==> src/rtl/mdu_ctrl_pkg.sv <==
// Shared definitions for the multiply/divide controller: op codes, FSM states,
// request-bundle width and an operand magnitude helper.
package mdu_ctrl_pkg;

    localparam int MDU_OP_WD        = 3;
    localparam int EX_TO_MDU_BUS_WD = MDU_OP_WD + 64;

    localparam logic [MDU_OP_WD-1:0] MDU_OP_MULT  = 3'd0;
    localparam logic [MDU_OP_WD-1:0] MDU_OP_MULTU = 3'd1;
    localparam logic [MDU_OP_WD-1:0] MDU_OP_DIV   = 3'd2;
    localparam logic [MDU_OP_WD-1:0] MDU_OP_DIVU  = 3'd3;
    localparam logic [MDU_OP_WD-1:0] MDU_OP_MTHI  = 3'd4;
    localparam logic [MDU_OP_WD-1:0] MDU_OP_MTLO  = 3'd5;

    typedef enum logic [1:0] {
        MDU_ST_IDLE = 2'd0,
        MDU_ST_RUN  = 2'd1,
        MDU_ST_FIX  = 2'd2
    } mdu_state_e;

    // Magnitude of a 32-bit operand; unsigned ops pass the value through.
    function automatic logic [31:0] mdu_abs(input logic [31:0] v, input logic is_signed);
        return (is_signed && v[31]) ? (~v + 32'd1) : v;
    endfunction

endpackage

==> src/rtl/mdu_shift_core.sv <==
// One iteration of the shared 64-bit datapath: shift-add multiply step
// (accumulator shifts right) or restoring divide step (accumulator shifts left).
module mdu_shift_core
    import mdu_ctrl_pkg::*;
(
    input  logic        is_div_i,
    input  logic [63:0] acc_i,
    input  logic [31:0] operand_i,
    output logic [63:0] acc_o
);

    logic [32:0] mul_sum;
    logic [32:0] div_top;
    logic [32:0] div_diff;

    // Divide keeps {remainder, dividend/quotient}; multiply keeps {partial, multiplier}.
    always_comb begin
        mul_sum  = {1'b0, acc_i[63:32]} + {1'b0, (acc_i[0] ? operand_i : 32'd0)};
        div_top  = acc_i[63:31];
        div_diff = div_top - {1'b0, operand_i};
        acc_o    = {mul_sum, acc_i[31:1]};
        if (is_div_i) begin
            if (!div_diff[32]) begin
                acc_o = {div_diff[31:0], acc_i[30:0], 1'b1};
            end else begin
                acc_o = {div_top[31:0], acc_i[30:0], 1'b0};
            end
        end
    end

endmodule

==> src/rtl/mdu_ctrl.sv <==
// MIPS multiply/divide controller owning HI/LO and sequencing 32 shift iterations.
// Build option MDU_FAST_MUL_EN: single-cycle combinational multiply instead of the sequence.
module mdu_ctrl
    import mdu_ctrl_pkg::*;
(
    input  logic                 clk,
    input  logic                 reset,
    input  logic                 req_valid,
    input  logic [MDU_OP_WD-1:0] req_op,
    input  logic [31:0]          req_src1,
    input  logic [31:0]          req_src2,
    output logic                 req_ready,
    input  logic                 cancel,
    output logic                 busy,
    output logic                 done,
    output logic [31:0]          hi,
    output logic [31:0]          lo
);

    mdu_state_e  state_q;
    logic [4:0]  cnt_q;
    logic [63:0] acc_q;
    logic [31:0] opnd_q;
    logic        is_div_q;
    logic        neg_q;
    logic        neg_rem_q;
    logic        divz_q;
    logic [31:0] hi_q;
    logic [31:0] lo_q;
    logic        done_q;

    logic [EX_TO_MDU_BUS_WD-1:0] req_bus;
    logic [MDU_OP_WD-1:0]        op;
    logic [31:0]                 src1;
    logic [31:0]                 src2;
    logic                        accept;
    logic                        op_is_div;
    logic                        op_is_mul;
    logic                        op_signed;
    logic                        start_iter;
    logic [63:0]                 acc_d;
    logic [31:0]                 fix_hi_d;
    logic [31:0]                 fix_lo_d;
    logic [63:0]                 prod_fix;

    assign req_bus = {req_op, req_src1, req_src2};
    assign {op, src1, src2} = req_bus;

    assign req_ready = (state_q == MDU_ST_IDLE);
    assign busy      = (state_q != MDU_ST_IDLE);
    assign done      = done_q;
    assign hi        = hi_q;
    assign lo        = lo_q;

    assign accept    = req_valid && req_ready && !cancel;
    assign op_is_div = (op == MDU_OP_DIV)  || (op == MDU_OP_DIVU);
    assign op_is_mul = (op == MDU_OP_MULT) || (op == MDU_OP_MULTU);
    assign op_signed = (op == MDU_OP_MULT) || (op == MDU_OP_DIV);

`ifdef MDU_FAST_MUL_EN
    logic [32:0] fast_a;
    logic [32:0] fast_b;
    logic [63:0] fast_prod;

    assign fast_a     = {op_signed & src1[31], src1};
    assign fast_b     = {op_signed & src2[31], src2};
    assign fast_prod  = {{31{fast_a[32]}}, fast_a} * {{31{fast_b[32]}}, fast_b};
    assign start_iter = accept && op_is_div;
`else
    assign start_iter = accept && (op_is_div || op_is_mul);
`endif

    mdu_shift_core u_core (
        .is_div_i  (is_div_q),
        .acc_i     (acc_q),
        .operand_i (opnd_q),
        .acc_o     (acc_d)
    );

    // Sign fix-up; a zero divisor leaves the all-ones quotient untouched, and the
    // remainder fix restores the original dividend in that case.
    always_comb begin
        prod_fix = neg_q ? (~acc_q + 64'd1) : acc_q;
        fix_hi_d = prod_fix[63:32];
        fix_lo_d = prod_fix[31:0];
        if (is_div_q) begin
            fix_lo_d = (neg_q && !divz_q) ? (~acc_q[31:0] + 32'd1) : acc_q[31:0];
            fix_hi_d = neg_rem_q ? (~acc_q[63:32] + 32'd1) : acc_q[63:32];
        end
    end

    always_ff @(posedge clk) begin
        if (reset) begin
            state_q   <= MDU_ST_IDLE;
            cnt_q     <= 5'd0;
            acc_q     <= 64'd0;
            opnd_q    <= 32'd0;
            is_div_q  <= 1'b0;
            neg_q     <= 1'b0;
            neg_rem_q <= 1'b0;
            divz_q    <= 1'b0;
            hi_q      <= 32'd0;
            lo_q      <= 32'd0;
            done_q    <= 1'b0;
        end else begin
            done_q <= 1'b0;
            case (state_q)
                MDU_ST_IDLE: begin
                    if (start_iter) begin
                        state_q   <= MDU_ST_RUN;
                        cnt_q     <= 5'd0;
                        acc_q     <= {32'd0, mdu_abs(src1, op_signed)};
                        opnd_q    <= mdu_abs(src2, op_signed);
                        is_div_q  <= op_is_div;
                        neg_q     <= op_signed && (src1[31] ^ src2[31]);
                        neg_rem_q <= op_signed && src1[31];
                        divz_q    <= (src2 == 32'd0);
                    end else if (accept && op == MDU_OP_MTHI) begin
                        hi_q   <= src1;
                        done_q <= 1'b1;
                    end else if (accept && op == MDU_OP_MTLO) begin
                        lo_q   <= src1;
                        done_q <= 1'b1;
`ifdef MDU_FAST_MUL_EN
                    end else if (accept && op_is_mul) begin
                        hi_q   <= fast_prod[63:32];
                        lo_q   <= fast_prod[31:0];
                        done_q <= 1'b1;
`endif
                    end
                end
                MDU_ST_RUN: begin
                    if (cancel) begin
                        state_q <= MDU_ST_IDLE;
                    end else begin
                        acc_q <= acc_d;
                        cnt_q <= cnt_q + 5'd1;
                        if (cnt_q == 5'd31) begin
                            state_q <= MDU_ST_FIX;
                        end
                    end
                end
                MDU_ST_FIX: begin
                    state_q <= MDU_ST_IDLE;
                    if (!cancel) begin
                        hi_q   <= fix_hi_d;
                        lo_q   <= fix_lo_d;
                        done_q <= 1'b1;
                    end
                end
                default: state_q <= MDU_ST_IDLE;
            endcase
        end
    end

endmodule

==> config.mk <==
export PLATFORM = sky130hd
export DESIGN_NAME = mdu_ctrl
export DESIGN_NICKNAME = d
export VERILOG_FILES = /design/src/rtl/mdu_ctrl_pkg.sv /design/src/rtl/mdu_shift_core.sv /design/src/rtl/mdu_ctrl.sv
export SDC_FILE = /design/constraint.sdc
export NUM_CORES = 1
export LEC_CHECK = 0
export BUFFER_PORTS_ARGS = -buffer_cell sky130_fd_sc_hd__buf_2
export CORE_MARGIN = 10
export CORE_UTILIZATION = 40
export CTS_CLUSTER_SIZE = 25
export DETAILED_ROUTE_END_ITERATION = 16
export PLACE_DENSITY = 0.66
export SYNTH_ARGS = -nofsm -noshare
export SYNTH_HDL_FRONTEND = slang
export SYNTH_SLANG_ARGS = --single-unit
==> constraint.sdc <==
create_clock -name clk -period 4.6 [get_ports clk]
set_clock_uncertainty 0.05 [all_clocks]
set_input_delay 0 -clock clk [delete_from_list [all_inputs] [get_ports clk]]
set_output_delay 0 -clock clk [all_outputs]
set_load 0.005 [all_outputs]
# After elaboration in Yosys (flattened, before gate mapping)
# Cells that the tools add are included.
# classes
addsub,8
n_eq_ne,16
muxes,34
bitwise,6
reduce_logical,26
# ops
operator,n
$mux 32,14
$mux 64,5
$add 32x1->32 const B,4
$not 32->32,4
$pmux 32 s2,2
$pmux 64 s2,1
$add 64x1->64 const B,1
$not 64->64,1
$add 32x32->33,1
$sub 33x32->33,1
$logic_not 32->1,1
$mux 5,2
$pmux 5 s2,1
$logic_and 1x1->1,9
$ne 2x2->1 const B,4
$eq 3x2->1 const B,2
$eq 3x3->1 const B,2
$mux 2,3
$ne 2x1->1 const B,3
$reduce_bool 2->1,3
$add 5x1->5 const B,1
$eq 5x5->1 const B,1
$reduce_and 5->1,1
$logic_or 1x1->1,4
14 further kinds,19
# word_totals
ff_bits,172
inputBits,71
output_inout_bits,67
word_cells,101

# Depth between registers and ports, before layout
# logic_depth
word_depth,8
ltp_mapped,15
depth_no_buf,13

# Cells and area by module
# Synthesis repeated with hierarchy kept, for this count alone.
# hier_totals
hier_cells,2007
hier_area_um2,14610.3
# by_module_without_submodules
mod,instances,cells_per_inst,area_each_um2,seq_area_each_um2
mdu_ctrl,1,1343,10029.6,3443.3
mdu_shift_core,1,664,4580.6,0.0

# Worst setup path after synthesis
# No wires, ideal clock.
# synth_timing
kind,flip-flop to flip-flop
start,reg acc_q[0]
end,reg acc_q[58]
setup_time_ns,0.136
arrival_time_ns,3.307
required_ns,4.414
slack_ns,1.107
path_stages_with_launch,15
n_path_buf,2
period_less_slack_ns,3.493
cell_sequence,dfxtp_1 > clkbuf_1 > inv_1 > clkbuf_1 > nor2_1 > ha_1 > a21oi_1 > nand2_1 > a211o_1 > or4b_2 > and3_1 > o311a_1 > nor3_1 > xor2_1 > o221ai_1
# synth_between
elab_chain_len,5
# synth_lines
item,line,text
start: declaration,mdu_ctrl.sv:22,logic [63:0] acc_q;
start signal: assignment,mdu_ctrl.sv:112,"acc_q <= {32'd0, mdu_abs(src1, op_signed)};"
$mux 32,mdu_shift_core.sv:18,"mul_sum = {1'b0, acc_i[63:32]} + {1'b0, (acc_i[0] ? operand_i : 32'd0)};"
$add 32x32->33,mdu_shift_core.sv:18,
$mux 64,mdu_shift_core.sv:22,if (is_div_i) begin
$mux 64,mdu_ctrl.sv:133,if (cancel) begin
$pmux 64 s2,mdu_ctrl.sv:107,case (state_q)
# No other way between the ends. The select of a mux whose other input is x is not followed.
# A chain may end at the register's enable or synchronous reset.

# Worst setup path in the final report
# layout_timing
start,reg acc_q[0]
end,reg acc_q[56]
# The elaborated chain is that of the path after synthesis.

==> summary.md <==
| Metric | Value |
|---|---|
| Run status | `completed` |
| Synth cell types | `76` |
| Switching Fraction | `31.5%` |
| P_int | `0.00261 W` |
| Sequential share of power | `41.2%` |
| P&R area growth vs syn | `14.9%` |
| Max VDD drop | `0.260 mV` |
| I/O Buffers | `137` |
| Largest family of logic cells by synthesized area | `compound AO/OA/AOI/OAI gates` |
| Hold Vio Cnt, Final | `0` |
| Relative slew slack | `19.6%` |
| Pin count of the biggest net entering global routing | `69` |
| Fin Setup TNS | `0 ns` |
| Layout Cells excl Fill | `2,520` |
| Post-synthesis xor/xnor area fraction | `9.58%` |
| Critical path fanouts, max | `20` |
| Clock share of power | `38.2%` |
| Final-report max-slew violation count | `0` |
| Initial detailed-routing violation count | `1,342` |
| Initial core utilization | `40.7%` |
| Slowest cell on crit path | `or4b_2` |
| Period minus WS final | `4.00 ns` |
| Clk slew on worst S/H paths | `0.08 ns` |
| Max_cap viols | `0` |
| Dpl ws | `0.667 ns` |
| Crit Path Category | `flop to flop` |
| Area share of fa/ha/maj cells after synthesis | `6.50%` |
| Complex-gate fraction of the synthesized area | `29.2%` |
| WP buf/inv | `2` |
| Critical path, cell by cell | `inv_1, buf_4, nor2_1, ha_1, nand4_1, nor2_1, a211o_1, or4b_2, a31oi_1, o21ai_0, a41oi_1, xor2_1, o21ai_0` |
| Vias | `15,200` |
| Syn Std Cell Area | `14,100 sq um` |
| Proportion of layout cells with a drive suffix above 1 | `10.7%` |
| Die width | `208 um` |
| # rows | `68` |
| Switch Pwr | `0.00120 W` |
| Via/cell ratio | `6.01` |
| Gr ovfl total | `0` |
| CTS Sinks | `172` |
| Drt first pass iters | `6` |
| GP Congestion | `1.00` |
| Mux contribution to synthesized area | `2.09%` |
| Ant. Diodes | `0` |
| Worst-Skew Late Latency | `0.45 ns` |
| DRT Wirelength | `52,300 um` |
| Power Density | `235 nW/um^2` |
| Placed instance count | `2,429` |
| CP peak stage delay | `0.65 ns` |
| CP endpoint kind | `flop` |
| Arr. time, crit path | `4.28 ns` |
| Flops & latches, synth | `172` |
| Die area | `43,100 sq um` |
| CP required | `4.87 ns` |
| Initial antenna violation count | `0` |
| CP delay by family, top | `compound AO/OA/AOI/OAI gates` |
| Final ANT Viol Nets | `0` |
| Syn Nets | `2,078` |
| WL/cell | `20.8 um` |
| Setup WS post-layout | `0.596 ns` |
| Sequential area share after synthesis | `24.4%` |
| Leak | `6.47 nW` |
| HPWL after DPL | `39,800 um` |
| RSZ-0062 raised after global routing | `false` |
| Core area | `34,600 sq um` |
| Final setup violation count | `0` |
| Simple-Gate Fraction of Synth Area | `22.4%` |
| CTS max path bufs | `2` |
| CTS H-tree lvls | `4` |
| Num CTS Buffers | `17` |
| Worst-Margin Slew | `1.21 ns` |
| Comb pwr share | `20.6%` |
| Synth warn | `0` |
| # DRC | `0` |
| Main synth FF type | `dfxtp_1` |
| CTS root buf | `clkbuf_16` |
| Chip height | `208 um` |
| Final nets | `2,195` |
| Global Route Usage Sum | `23.2%` |
| Fin util | `46.7%` |
| Period utilisation layout | `87.0%` |
| EDFF count, synth | `0` |
| CTS tree | `built` |
| Ports | `138` |
| Post-Synthesis Cells | `1,935` |
| Vias in the first global route | `14,400` |
| Synth async-reset ratio | `0%` |
| Peak Freq | `250 MHz` |
| HP Class | `input port to flop` |
| Global-route wire length before repair | `82,000 um` |
| Synthesized area per cell | `7.28 sq um` |
| Startpoint Class | `flop` |
## final timing paths
check | slack (ns) | start | endpoint | cells after the start
setup reg to reg | 0.60 | acc_q[0]$_SDFFE_PP0P_ | acc_q[56]$_SDFFE_PP0P_ | 13
hold / removal | 0.01 | req_src1[6] | lo[6]$_SDFFE_PP0P_ | 5
setup / recovery | 0.60 | acc_q[0]$_SDFFE_PP0P_ | acc_q[56]$_SDFFE_PP0P_ | 13
hold reg to reg | 0.41 | opnd_q[25]$_SDFFE_PP0P_ | opnd_q[25]$_SDFFE_PP0P_ | 2
## Yosys cell counts, drive strengths merged, types with 25 or more instances
cell      n  area (sq um)
a21o     25           188
a21oi   209          1050
nand2   145           544
inv      69           259
ha       70           876
a211oi  123           928
xnor2    94           823
clkbuf  103           438
mux2i    26           260
and2     35           219
o21ai   116           584
nor3     47           235
nor2    286          1070
dfxtp   172          3440
nand3    27           135
xor2     60           526
## flip-flops by register name, summed over array words and instances (netlist names)
name / flops
hi: 32
acc_q: 64
is_div_q: 1
neg_rem_q: 1
divz_q: 1
state_q: 2
cnt_q: 5
done: 1
opnd_q: 32
lo: 32
neg_q: 1
## power by group through the flow
stage | logic, W | registers, W | clock network (W)
2_1_floorplan | 0.000501 | 0.00158 | 0
3_3_place_gp | 0.000720 | 0.00160 | 0
3_5_place_dp | 0.000726 | 0.00160 | 0
4_1_cts | 0.000768 | 0.00157 | 0.00146
5_1_grt | 0.000849 | 0.00157 | 0.00150
6_report | 0.000784 | 0.00157 | 0.00145
## area by class of cell
| type | instances | area [sq um] |
|---|---|---|
| timing repair buffer | 217 | 1460 |
| sequential | 172 | 3440 |
| clock buffer | 21 | 460 |
| clock inverter | 11 | 110 |
| inverter | 69 | 259 |
| tap | 455 | 569 |
| fill | 3506 | 18500 |
| multi-input combinational | 1575 | 9870 |
## tightest hold or removal path, delay by kind of cell
| kind | cells | cell delay, ns |
|---|---|---|
| AOI/OAI and AO/OA | 2 | 0.16 |
| buffers and inverters | 1 | 0.15 |
| and+or+nand+nor | 2 | 0.15 |
## cells by family (layout without fill, tap and decap cells)
kind of cell / count (synthesis) / count (layout)
adder cells (fa/ha/maj): 72 / 72
AND/OR/NAND/NOR: 678 / 678
AO/OA/AOI/OAI: 642 / 642
flip-flops: 172 / 172
buffers and inverters: 188 / 318
multiplexers: 29 / 29
XOR/XNOR: 154 / 154
## what timing repair did
item / in CTS / in global routing
hold buffers: 59 / 0
endpoints found under the hold margin: 71 / 0
setup buffers: 0 / 0
gates resized for setup: 0 / 0
## layer usage
layer	track usage (%)	share of wire, %	vias up
met5	0	0	-
met4	9.96	3.9	0
met3	3.34	7.0	96
met2	37.5	45	659
met1	30.2	44	7142
li1	-	-	7257
## placed cells by master (no fill, tap or decap), types with 12 or more instances in the layout
cell	count
ha_1	70
o31ai_1	15
nor2_1	285
o21a_1	18
nor3_1	46
xor2_1	60
a21oi_1	209
nand2_1	144
mux2i_1	26
clkbuf_16	17
nand3_1	27
a311oi_1	20
dfxtp_1	171
xnor2_1	94
or3_1	22
a211oi_1	122
a22oi_1	17
buf_4	20
buf_2	136
inv_1	69
and3_1	19
nand2b_1	17
nor4_1	19
dlygate4sd3_1	59
and2_1	33
o211ai_1	12
a21o_1	25
o21ai_0	114
a31oi_1	14
## per-stage QoR
step	hold slack, ns	total power [W]	instance area (sq um)
floorplan	0.0860	0.00208	14100
global placement	0.225	0.00232	15000
detailed placement	0.216	0.00233	15000
CTS	0.000627	0.00379	16200
global route	0.0181	0.00392	16200
finish	0.0115	0.00380	16200
Power figures use the tool's default switching activity.
